[src/rtl/mips_alu_pkg.sv]
// rtl/mips_alu_pkg.sv - shared ALU opcodes and multiply sequencer state encoding
package mips_alu_pkg;

   localparam logic [4:0] ALU_ADD = 5'b00000;
   localparam logic [4:0] ALU_SUB = 5'b00001;
   localparam logic [4:0] ALU_NOR = 5'b01100;

   localparam int unsigned MULT_WIDTH = 32;

   typedef enum logic [2:0] {
      ST_IDLE,
      ST_NEG_A,
      ST_NEG_B,
      ST_ITER,
      ST_NEG_LO,
      ST_NEG_HI,
      ST_DONE
   } mult_state_t;

endpackage

[src/rtl/mult_seq_if.sv]
// rtl/mult_seq_if.sv - request/response handshake between the execute stage and mult_seq
interface mult_seq_if;
   import mips_alu_pkg::*;

   logic                  in_valid;
   logic                  in_ready;
   logic [MULT_WIDTH-1:0] in_a;
   logic [MULT_WIDTH-1:0] in_b;
   logic                  in_signed;
   logic                  out_valid;
   logic                  out_ready;
   logic [MULT_WIDTH-1:0] out_hi;
   logic [MULT_WIDTH-1:0] out_lo;

   modport master (
      output in_valid, in_a, in_b, in_signed, out_ready,
      input  in_ready, out_valid, out_hi, out_lo
   );

   modport slave (
      input  in_valid, in_a, in_b, in_signed, out_ready,
      output in_ready, out_valid, out_hi, out_lo
   );

endinterface

[src/rtl/mult_seq.sv]
// rtl/mult_seq.sv - iterative 32x32->64 shift-add multiplier driving the shared ALU
// MULT_SEQ_SIGNED_EN adds sign-magnitude pre/post negation states for MULT.
module mult_seq
   import mips_alu_pkg::*;
(
   input  logic        clk,
   input  logic        rst_n,
   mult_seq_if.slave   bus,
   output logic [4:0]  alu_op,
   output logic [31:0] alu_x,
   output logic [31:0] alu_y,
   output logic [4:0]  alu_shamt,
   input  logic [31:0] alu_res,
   input  logic        alu_c_out,
   input  logic        alu_zero
);

   mult_state_t state;
   logic [31:0] mcand;
   logic [31:0] hi;
   logic [31:0] lo;
   logic [4:0]  cnt;
`ifdef MULT_SEQ_SIGNED_EN
   logic        neg;
   logic        lo_zero;
   logic        is_signed;
`else
   logic        unused_inputs;
   assign unused_inputs = ^{bus.in_signed, alu_zero};
`endif

   assign bus.in_ready  = (state == ST_IDLE);
   assign bus.out_valid = (state == ST_DONE);
   assign bus.out_hi    = hi;
   assign bus.out_lo    = lo;
   assign alu_shamt     = 5'd0;

   always_comb begin
      alu_op = ALU_ADD;
      alu_x  = '0;
      alu_y  = '0;
      case (state)
         ST_ITER: begin
            alu_x = hi;
            alu_y = lo[0] ? mcand : '0;
         end
`ifdef MULT_SEQ_SIGNED_EN
         ST_NEG_A: begin
            alu_op = ALU_SUB;
            alu_y  = mcand;
         end
         ST_NEG_B, ST_NEG_LO: begin
            alu_op = ALU_SUB;
            alu_y  = lo;
         end
         ST_NEG_HI: begin
            // A zero low word means the +1 of the two's complement carries into hi.
            if (lo_zero) begin
               alu_op = ALU_SUB;
               alu_y  = hi;
            end else begin
               alu_op = ALU_NOR;
               alu_x  = hi;
            end
         end
`endif
         default: ;
      endcase
   end

   always_ff @(posedge clk or negedge rst_n) begin
      if (!rst_n) begin
         state     <= ST_IDLE;
         mcand     <= '0;
         hi        <= '0;
         lo        <= '0;
         cnt       <= '0;
`ifdef MULT_SEQ_SIGNED_EN
         neg       <= 1'b0;
         lo_zero   <= 1'b0;
         is_signed <= 1'b0;
`endif
      end else begin
         case (state)
            ST_IDLE: begin
               if (bus.in_valid) begin
                  mcand <= bus.in_a;
                  lo    <= bus.in_b;
                  hi    <= '0;
                  cnt   <= 5'd31;
`ifdef MULT_SEQ_SIGNED_EN
                  is_signed <= bus.in_signed;
                  neg       <= bus.in_signed & (bus.in_a[31] ^ bus.in_b[31]);
                  state     <= bus.in_signed ? ST_NEG_A : ST_ITER;
`else
                  state <= ST_ITER;
`endif
               end
            end
            ST_ITER: begin
               hi  <= {alu_c_out, alu_res[31:1]};
               lo  <= {alu_res[0], lo[31:1]};
               cnt <= cnt - 5'd1;
               if (cnt == 5'd0) begin
`ifdef MULT_SEQ_SIGNED_EN
                  state <= is_signed ? ST_NEG_LO : ST_DONE;
`else
                  state <= ST_DONE;
`endif
               end
            end
`ifdef MULT_SEQ_SIGNED_EN
            ST_NEG_A: begin
               if (mcand[31]) mcand <= alu_res;
               state <= ST_NEG_B;
            end
            ST_NEG_B: begin
               if (lo[31]) lo <= alu_res;
               state <= ST_ITER;
            end
            ST_NEG_LO: begin
               if (neg) lo <= alu_res;
               lo_zero <= alu_zero;
               state   <= ST_NEG_HI;
            end
            ST_NEG_HI: begin
               if (neg) hi <= alu_res;
               state <= ST_DONE;
            end
`endif
            ST_DONE: begin
               if (bus.out_ready) state <= ST_IDLE;
            end
            default: state <= ST_IDLE;
         endcase
      end
   end

endmodule

[src/flat_wrapper.sv]
// flat-port wrapper written by rule: the top's interface ports become plain ports
module mult_seq_flat import mips_alu_pkg::*;
  (clk, rst_n, alu_op, alu_x, alu_y, alu_shamt, alu_res, alu_c_out, alu_zero, bus_in_valid, bus_in_a, bus_in_b, bus_in_signed, bus_out_ready, bus_in_ready, bus_out_valid, bus_out_hi, bus_out_lo);
  mult_seq_if bus_i ();
  input  logic clk;
  input  logic rst_n;
  output logic [4:0] alu_op;
  output logic [31:0] alu_x;
  output logic [31:0] alu_y;
  output logic [4:0] alu_shamt;
  input  logic [31:0] alu_res;
  input  logic alu_c_out;
  input  logic alu_zero;
  input wire logic [$bits(bus_i.in_valid)-1:0] bus_in_valid;
  input wire logic [$bits(bus_i.in_a)-1:0] bus_in_a;
  input wire logic [$bits(bus_i.in_b)-1:0] bus_in_b;
  input wire logic [$bits(bus_i.in_signed)-1:0] bus_in_signed;
  input wire logic [$bits(bus_i.out_ready)-1:0] bus_out_ready;
  output wire logic [$bits(bus_i.in_ready)-1:0] bus_in_ready;
  output wire logic [$bits(bus_i.out_valid)-1:0] bus_out_valid;
  output wire logic [$bits(bus_i.out_hi)-1:0] bus_out_hi;
  output wire logic [$bits(bus_i.out_lo)-1:0] bus_out_lo;
  assign bus_i.in_valid = bus_in_valid;
  assign bus_i.in_a = bus_in_a;
  assign bus_i.in_b = bus_in_b;
  assign bus_i.in_signed = bus_in_signed;
  assign bus_i.out_ready = bus_out_ready;
  assign bus_in_ready = bus_i.in_ready;
  assign bus_out_valid = bus_i.out_valid;
  assign bus_out_hi = bus_i.out_hi;
  assign bus_out_lo = bus_i.out_lo;
  mult_seq u_core (.clk(clk), .rst_n(rst_n), .bus(bus_i), .alu_op(alu_op), .alu_x(alu_x), .alu_y(alu_y), .alu_shamt(alu_shamt), .alu_res(alu_res), .alu_c_out(alu_c_out), .alu_zero(alu_zero));
endmodule
[config.mk]
export PLATFORM = sky130hd
export DESIGN_NAME = mult_seq_flat
export DESIGN_NICKNAME = d
export VERILOG_FILES = /design/src/rtl/mips_alu_pkg.sv /design/src/rtl/mult_seq_if.sv /design/src/rtl/mult_seq.sv /design/src/flat_wrapper.sv
export SDC_FILE = /design/constraint.sdc
export NUM_CORES = 1
export LEC_CHECK = 0
export CORE_MARGIN = 1
export CORE_UTILIZATION = 35
export CTS_CLUSTER_SIZE = 10
export DETAILED_ROUTE_END_ITERATION = 8
export HOLD_SLACK_MARGIN = 0.08
export PLACE_DENSITY = 0.86
export SLEW_MARGIN = 10
export SYNTH_ARGS = -nofsm -noshare
export SYNTH_HDL_FRONTEND = slang
export SYNTH_SLANG_ARGS = --single-unit
[constraint.sdc]
create_clock -name clk -period 1.85 [get_ports clk]
set_input_delay 0.4625 -clock clk [delete_from_list [all_inputs] [get_ports clk]]
set_output_delay 0.4625 -clock clk [all_outputs]
set_load 0.01 [all_outputs]
# --- Word level (Yosys, flattened, before mapping) ---
# Index checks and enable logic that the tools add are counted.
totals:
  regBits: 104
  inputBits: 103
  output_inout_bits: 140
  word_cells: 30
classes:
  addsub: 1
  n_eq_ne: 5
  muxes: 13
  n_reduce_logical: 6
op_table:
  columns: ["operator", "n"]
  rows:
  - ["two-way mux 32 bit", 5]
  - ["case mux 32 bit (2 select lines)", 2]
  - ["case mux 5 bit (2 select lines)", 1]
  - ["two-way mux 3 bit", 3]
  - ["case mux 3 bit (3 select lines)", 1]
  - ["zero test 5 bit", 1]
  - ["two-way mux 5 bit", 1]
  - ["subtractor 5 x 1 -> 5 bit (second input constant)", 1]
  - ["inequality test 2 bit (second input constant)", 2]
  - ["AND reduction 2 bit", 2]
  - ["== test 3 x 2 -> 1 bit (second input constant)", 1]
  - ["== test 3 bit (second input constant)", 1]
  - ["zero test 3 bit", 1]
  - ["AND reduction 3 bit", 1]
  - ["inequality test 2 x 1 -> 1 bit (second input constant)", 1]
  - ["nonzero test 2 bit", 1]

# --- Depth between registers and ports, before layout ---
# Gate-level depths: netlist of run 1.
depth:
  word_depth: 3
  depth_mapped: 7
  ltp_nobuf: 5

# --- Worst setup path before layout of run 1 ---
# Ideal clock, no wire load.
synth_timing:
  path_kind: "register -> output"
  startpoint: "register u_core.state[2]"
  endpoint: "output alu_x[12]"
  arrival_ns: 1.393
  required_time_ns: 1.387
  slack_ns: -0.005
  stages_incl_launch_ff: 7
  path_buffers: 4
  path_cell_list: "dfrtp_1 > buf_4 > and3b_1 > buf_2 > buf_2 > clkbuf_1 > and2_1"
synth_via:
  elab_chain_len: 2
synth_lines:
  columns: ["item", "line_no", "source"]
  rows:
  - ["start, declared", "mult_seq.sv:18", "mult_state_t state;"]
  - ["start signal, assigned", "mult_seq.sv:73", "state <= ST_IDLE;"]
  - ["start signal, assigned", "mult_seq.sv:96", "state <= ST_ITER;"]
  - ["start signal, assigned", "mult_seq.sv:108", "state <= ST_DONE;"]
  - ["== test 3 x 2 -> 1 bit", "mult_seq.sv:42", "case (state)"]
  - ["two-way mux 32 bit", "mult_seq.sv:42", null]
  - ["end, declared", "flat_wrapper.sv:8", "output logic [31:0] alu_x;"]
# Every way passes these cells.

# --- Worst setup path in the final report of run 1 ---
layout_timing:
  startpoint: "register u_core.state[1]"
  endpoint: "output alu_x[6]"
# Same word-level chain as after synthesis.

==> impl_metrics.json, run 1 <==
{
  "tightest_slew_ps": 619,
  "clkSlewWorstSetupHoldPaths_ps": 70,
  "cts_tree": "done",
  "antenna_found_initial": 0,
  "fin_ws_ps": -290,
  "grt_max_degree": 69,
  "overflow": 0,
  "period_share_pct": 116,
  "synth-edff-count": 0,
  "status": "finished, violations left",
  "vias_per_cell": 4.90,
  "final_hold_viol_count": 0,
  "ys_warn_count": 0,
  "yosys.area.top_type": "dfrtp_1",
  "synth-main-ff-cell": "dfrtp_1",
  "dr.pass1.iters": 4,
  "drt_iter0_markers": 145,
  "syn2layout_area_growth_pct": 88.2,
  "root_buffer": "clkbuf_16",
  "pin_count": 243,
  "power_mw": 13.5,
  "post-route-drc-count": 0,
  "slew_headroom_pct": 58.1,
  "die_h_um": 119,
  "syn_inst": 475,
  "critical_path_class": "reg -> out",
  "nets": 856,
  "syn-cell-area_mm2": 0.00480,
  "synth_top_cell_area_share_pct": 54.2,
  "ant_nets": 0,
  "setup_violations": 169,
  "skew_ps": 9.64,
  "hold_path_class": "reg -> reg",
  "die_area_mm2": 0.0142,
  "grt_first_pass_wirelength_um": 22100,
  "gp_congestion": 0.768,
  "ys_async_sr_fraction_pct": 100,
  "synthTopCellsByCount": "104 x dfrtp_1, 99 x nand2_1, 64 x and2_1",
  "critPathArrivalTime_ps": 1680,
  "startpoint_type": "register",
  "p_leak_nw": 4.41,
  "wl_per_cell_um": 18.5,
  "drt_wl_total_um": 17200,
  "max_cap_viol_count": 0,
  "worstPathMaxFanout": 8,
  "syn_area_per_cell_um2": 10.1,
  "cts.htree.levels": 3,
  "timing.hold.ws_ps": 477,
  "grt_pass1_vias": 4267,
  "synthTopCellsByArea": "dfrtp_1 54%, and2_1 8.3%, nand2_1 7.7%",
  "place_hpwl_um": 9140,
  "critPathCaptureType": "primary output",
  "slew_violations": 0,
  "rsz0062_at_grt": "true",
  "synth.most_common_cell": "dfrtp_1",
  "io_buffers": 230,
  "num_antenna_cells": 0,
  "violations": "setup timing",
  "power_density_mw_per_mm2": 1500,
  "die_w_um": 119,
  "core_area_mm2": 0.0133,
  "cts_sinks": 104,
  "grtUsageTotal_pct": 20.0,
  "rows": 42,
  "dr_total_vias": 4571,
  "ys_seq_area_share_pct": 54.2,
  "ys_ff_latch": 104,
  "ys_types": 33,
  "layout-drive-gt1-share_pct": 38.6,
  "irDropWorstVdd_mv": 0.671,
  "clk_path_buf_depth": 2,
  "numCtsBuffers": 9,
  "max_freq_mhz": 467,
  "clock_latency_ps": 340,
  "floorplan.initialDensity_pct": 36.1,
  "period_needed_ps": 2140,
  "required_ps": 1390
}
## critical path, cell delays in order, from the launching register on
cell     delay (ps)
dfrtp_2         420
and3b_2         240
buf_6           140
buf_6           130
buf_16          140
and2_4          160
buf_6           110
## power by group
| part | switching, mW | leakage (nW) | internal, mW |
|---|---|---|---|
| registers | 0.887 | 1.30 | 3.27 |
| logic | 3.20 | 2.95 | 4.07 |
| clock network | 0.842 | 0.162 | 1.26 |
| total | 4.93 | 4.41 | 8.60 |
## repair_timing
item,CTS,global route
gates resized for setup,334,198
setup endpoints to repair,96,154
hold buffers,1,0
pin swaps,12,67
setup buffers,15,15
endpoints found under the hold margin,25,0
cloned,8,17
## metal layers
metal	share of wire (%)	wire, µm	track usage (%)
met1	42	7260	25.5
met2	50	8690	34.2
met3	4.7	812	3.88
met4	2.6	447	6.09
met5	0	0	0
## registers in the layout, summed over array words and instances, names as in the netlist
register	count
u_core.bus.out_lo	32
u_core.state	3
u_core.bus.out_hi	32
u_core.mcand	32
u_core.cnt	5
## logic make-up (layout without fill, tap and decap cells)
kind of cell,after synthesis,count (layout),synth area share [%]
buf+inv,51,322,6.15
flops,104,104,54.2
other cells,1,10,0.0782
fa+ha+maj,1,1,0.261
mux,32,32,6.68
simple gates,212,213,22.0
compound gates,74,74,10.6
## cell type report
class,count,area (µm²)
inverter,2,7.51
timing repair buffer,305,3400
clock buffer,11,253
clock inverter,4,77.6
tap,176,220
multi-input combinational,330,2470
fill,942,4260
sequential,104,2600
## per-stage QoR
| stage | instances | cell area [µm²] | setup slack, ps | util (%) | TNS, ps |
|---|---|---|---|---|---|
| 5_1_grt | 932 | 9030 | -327 | 67.9 | -36400 |
| 3_5_place_dp | 865 | 7340 | -330 | 55.2 | -29150 |
| 4_1_cts | 904 | 7890 | -277 | 59.3 | -14770 |
| 2_1_floorplan | 484 | 4830 | 53.5 | - | 0 |
| 6_report | 932 | 9030 | -290 | 67.9 | -29580 |
| 3_3_place_gp | 865 | 7340 | -274 | 55.2 | -26600 |
## worst paths after layout
path                                       from                     to  slack [ps]  cells past startpoint
worst max-delay path            u_core.state[1]               alu_x[6]        -290                      6
worst min-delay path            u_core.mcand[5]        u_core.mcand[5]         480                      2
worst max register to register  u_core.state[2]  u_core.bus.out_lo[22]        -210                      8
worst min register to register  u_core.mcand[5]        u_core.mcand[5]         480                      2
max in group asynchronous                 rst_n   u_core.bus.out_lo[1]         660                      3
min in group asynchronous                 rst_n  u_core.bus.out_hi[10]         620                      2
## cell usage in the layout, fill, tap and decap left out, types with 3 or more instances in the layout
cell type          n
buf_2             19
mux2i_1           32
and2_4            48
conb_1            10
nand2_4           15
a22o_1            32
nand3_2           30
buf_4             23
and2_1            16
nand2_2           22
o21ai_1           25
clkdlybuf4s50_1  163
buf_16             6
buf_6             66
dfrtp_1          103
buf_12            11
nand2_1           62
o21ai_2            9
clkbuf_16         21
nor2_1             3
buf_8              4
Power figures use the tool's default switching activity.
==> inputs of run 2 (changes only) <==
--- a/config.mk
+++ b/config.mk
@@ -6,11 +6,12 @@
 export NUM_CORES = 1
 export LEC_CHECK = 0
 export CORE_MARGIN = 1
-export CORE_UTILIZATION = 35
+export CORE_UTILIZATION = 43
 export CTS_CLUSTER_SIZE = 10
 export DETAILED_ROUTE_END_ITERATION = 8
 export HOLD_SLACK_MARGIN = 0.08
-export PLACE_DENSITY = 0.86
+export PLACE_DENSITY = 0.95
+export RECOVER_POWER = 50
 export SLEW_MARGIN = 10
 export SYNTH_ARGS = -nofsm -noshare
 export SYNTH_HDL_FRONTEND = slang
==> constraint.sdc (replaced) <==
create_clock -name clk -period 2.5 [get_ports clk]
set_input_delay 0.625 -clock clk [delete_from_list [all_inputs] [get_ports clk]]
set_output_delay 0.625 -clock clk [all_outputs]
set_load 0.01 [all_outputs]
==> run 2 against run 1 <==
Compared with the run above:
- the flow now finishes without violations
- clock skew is 1.0 ps higher
- combinational power is 54% lower
- count of clock-buffer cells in the layout stayed put
- sequential share of layout area is 6.6 points higher
- core utilization hardly changed
- clock power is 50% lower
- cell count is 9.9% lower
- worst hold slack worse by 23 ps
- highest routed layer unchanged
- register-to-register slack better by 440 ps
- critical path depth is 2 lower
==> impl_metrics.json, run 2 (synthesis gave the netlist of run 1 again) <==
{
  "status": "finished, final reports clean",
  "die_h_um": 108,
  "grtUsageTotal_pct": 22.6,
  "final_hold_viol_count": 0,
  "final_core_util_pct": 67.9,
  "hold_path_class": "in -> async",
  "path_delay_family": "buffers and inverters",
  "drt_wl_total_um": 13200,
  "wl_per_cell_um": 15.7,
  "ant_nets": 0,
  "dp.cells": 821,
  "root_buffer": "clkbuf_8",
  "p_leak_nw": 3.85,
  "layout_common_cells": "137 x clkdlybuf4s50_1, 102 x dfrtp_1, 99 x nand2_1, 64 x and2_1, 64 x dlygate4sd2_1",
  "place_hpwl_um": 9500,
  "irDropWorstVdd_mv": 0.545,
  "die_area_mm2": 0.0116,
  "setup_violations": 0,
  "startpoint": "u_core.state[2]",
  "critPathArrivalTime_ps": 1730,
  "rsz0062_at_grt": "false",
  "slew_headroom_pct": 26.7,
  "final_common_cell": "clkdlybuf4s50_1",
  "setup_tns_ps": 0,
  "post-route-drc-count": 0,
  "skew_ps": 10.7,
  "cts_tree": "done",
  "layout-drive-gt1-share_pct": 5.29,
  "worstPathMaxFanout": 5,
  "grt_max_degree": 60,
  "startpoint_type": "register",
  "hold_buffers": 0,
  "gp_congestion": 0.768,
  "tightest_slew_ps": 1100,
  "numCtsBuffers": 9,
  "slowest_stage": "clkdlybuf4s50_1",
  "crit_chain": "clkbuf_1 -> nand2_1 -> nor2_1 -> clkdlybuf4s50_1",
  "critPathCaptureType": "primary output",
  "max_freq_mhz": 424,
  "drt_iter0_markers": 226,
  "dr_total_vias": 4260,
  "io_buffers": 230,
  "final_cells": 840,
  "cts.htree.levels": 3,
  "pin_count": 243,
  "cts_sinks": 104,
  "vias_per_cell": 5.07,
  "slew_violations": 0,
  "power_density_mw_per_mm2": 999,
  "floorplan.initialDensity_pct": 44.3,
  "die_w_um": 108,
  "grt_pass1_vias": 4267,
  "rows": 38,
  "worst-path-buf-inv": 2,
  "num_antenna_cells": 0,
  "worstReg2RegStart": "u_core.state[0]",
  "period_needed_ps": 2360,
  "critical_path_class": "reg -> out",
  "grt_first_pass_wirelength_um": 20500,
  "overflow": 0,
  "max_cap_viol_count": 0,
  "max_stage_delay_ps": 570,
  "antenna_found_initial": 0,
  "clk_path_buf_depth": 2,
  "clkSlewWorstSetupHoldPaths_ps": 100,
  "syn2layout_area_growth_pct": 53.4,
  "core_area_mm2": 0.0108,
  "clock_latency_ps": 360,
  "period_share_pct": 94.3,
  "required_ps": 1880,
  "nets": 799,
  "dr.pass1.iters": 4
}
==> run 2: changes by cell type in the layout (fill, tap and decap cells not counted), sizes merged <==
cell           change
clkinvlp           +1
dlymetal6s2s       +1
bufinv             -1
or4b               -1
clkdlybuf4s50     -26
bufbuf             +1
buf              -117
clkbuf             -5
dlygate4sd2       +64
clkinv             +1
dlygate4sd3       +26
==> run 2: what timing repair did <==
| action | CTS | global route |
|---|---|---|
| buffers inserted | 2 | 0 |
| setup endpoints to repair | 64 | 1 |
| cloned | 1 | 0 |
| gates resized for setup | 66 | 1 |
==> run 2: worst register-to-register path: stages, from the launching register on <==
cell	delay [ps]
dfrtp_2	460
and3b_1	240
buf_12	170
buf_4	170
nor2_4	110
clkbuf_2	680
o21ai_0	300
==> run 2: power by group <==
part | switching [mW] | internal (mW) | total, mW
Sequential | 0.514 | 2.41 | 2.93
Clock | 0.558 | 0.490 | 1.05
Combinational | 1.67 | 1.71 | 3.38
==> run 2: final timing paths <==
kind,to,slack (ps),cells past startpoint
setup / recovery,bus_out_valid,140,4
setup reg to reg,u_core.bus.out_lo[31],230,6
hold / removal,u_core.bus.out_hi[9],450,1
hold reg to reg,u_core.mcand[13],470,2
min in group clk,u_core.mcand[13],470,2
max in group asynchronous,u_core.state[0],550,2
==> run 2: layout make-up <==
type,count,area [µm²]
Fill cell,832,3480
Sequential cell,104,2610
Timing Repair Buffer,249,2430
Multi-Input combinational cell,329,1940
Tap cell,140,175
Clock buffer,11,141
Clock inverter,5,56.3
Inverter,2,7.51
==> run 2: routing by layer <==
metal	track usage [%]	share of wire, %	wire length, µm
met5	0	0	0
met4	9.30	2.5	330
met3	3.33	5.4	705
met2	41.1	53	6920
met1	26.5	40	5200
==> run 2: through the flow <==
step / setup slack (ps) / cell area, µm² / hold WS, ps / power [mW]
after floorplan: 482 / 4830 / 329 / 4.68
final: 142 / 7360 / 454 / 7.35
after global routing: 69.7 / 7360 / 500 / 7.85
after global placement: 146 / 7240 / 450 / 6.25
after CTS: 11.4 / 7400 / 259 / 7.53
after detailed placement: 37.8 / 7240 / 455 / 6.47
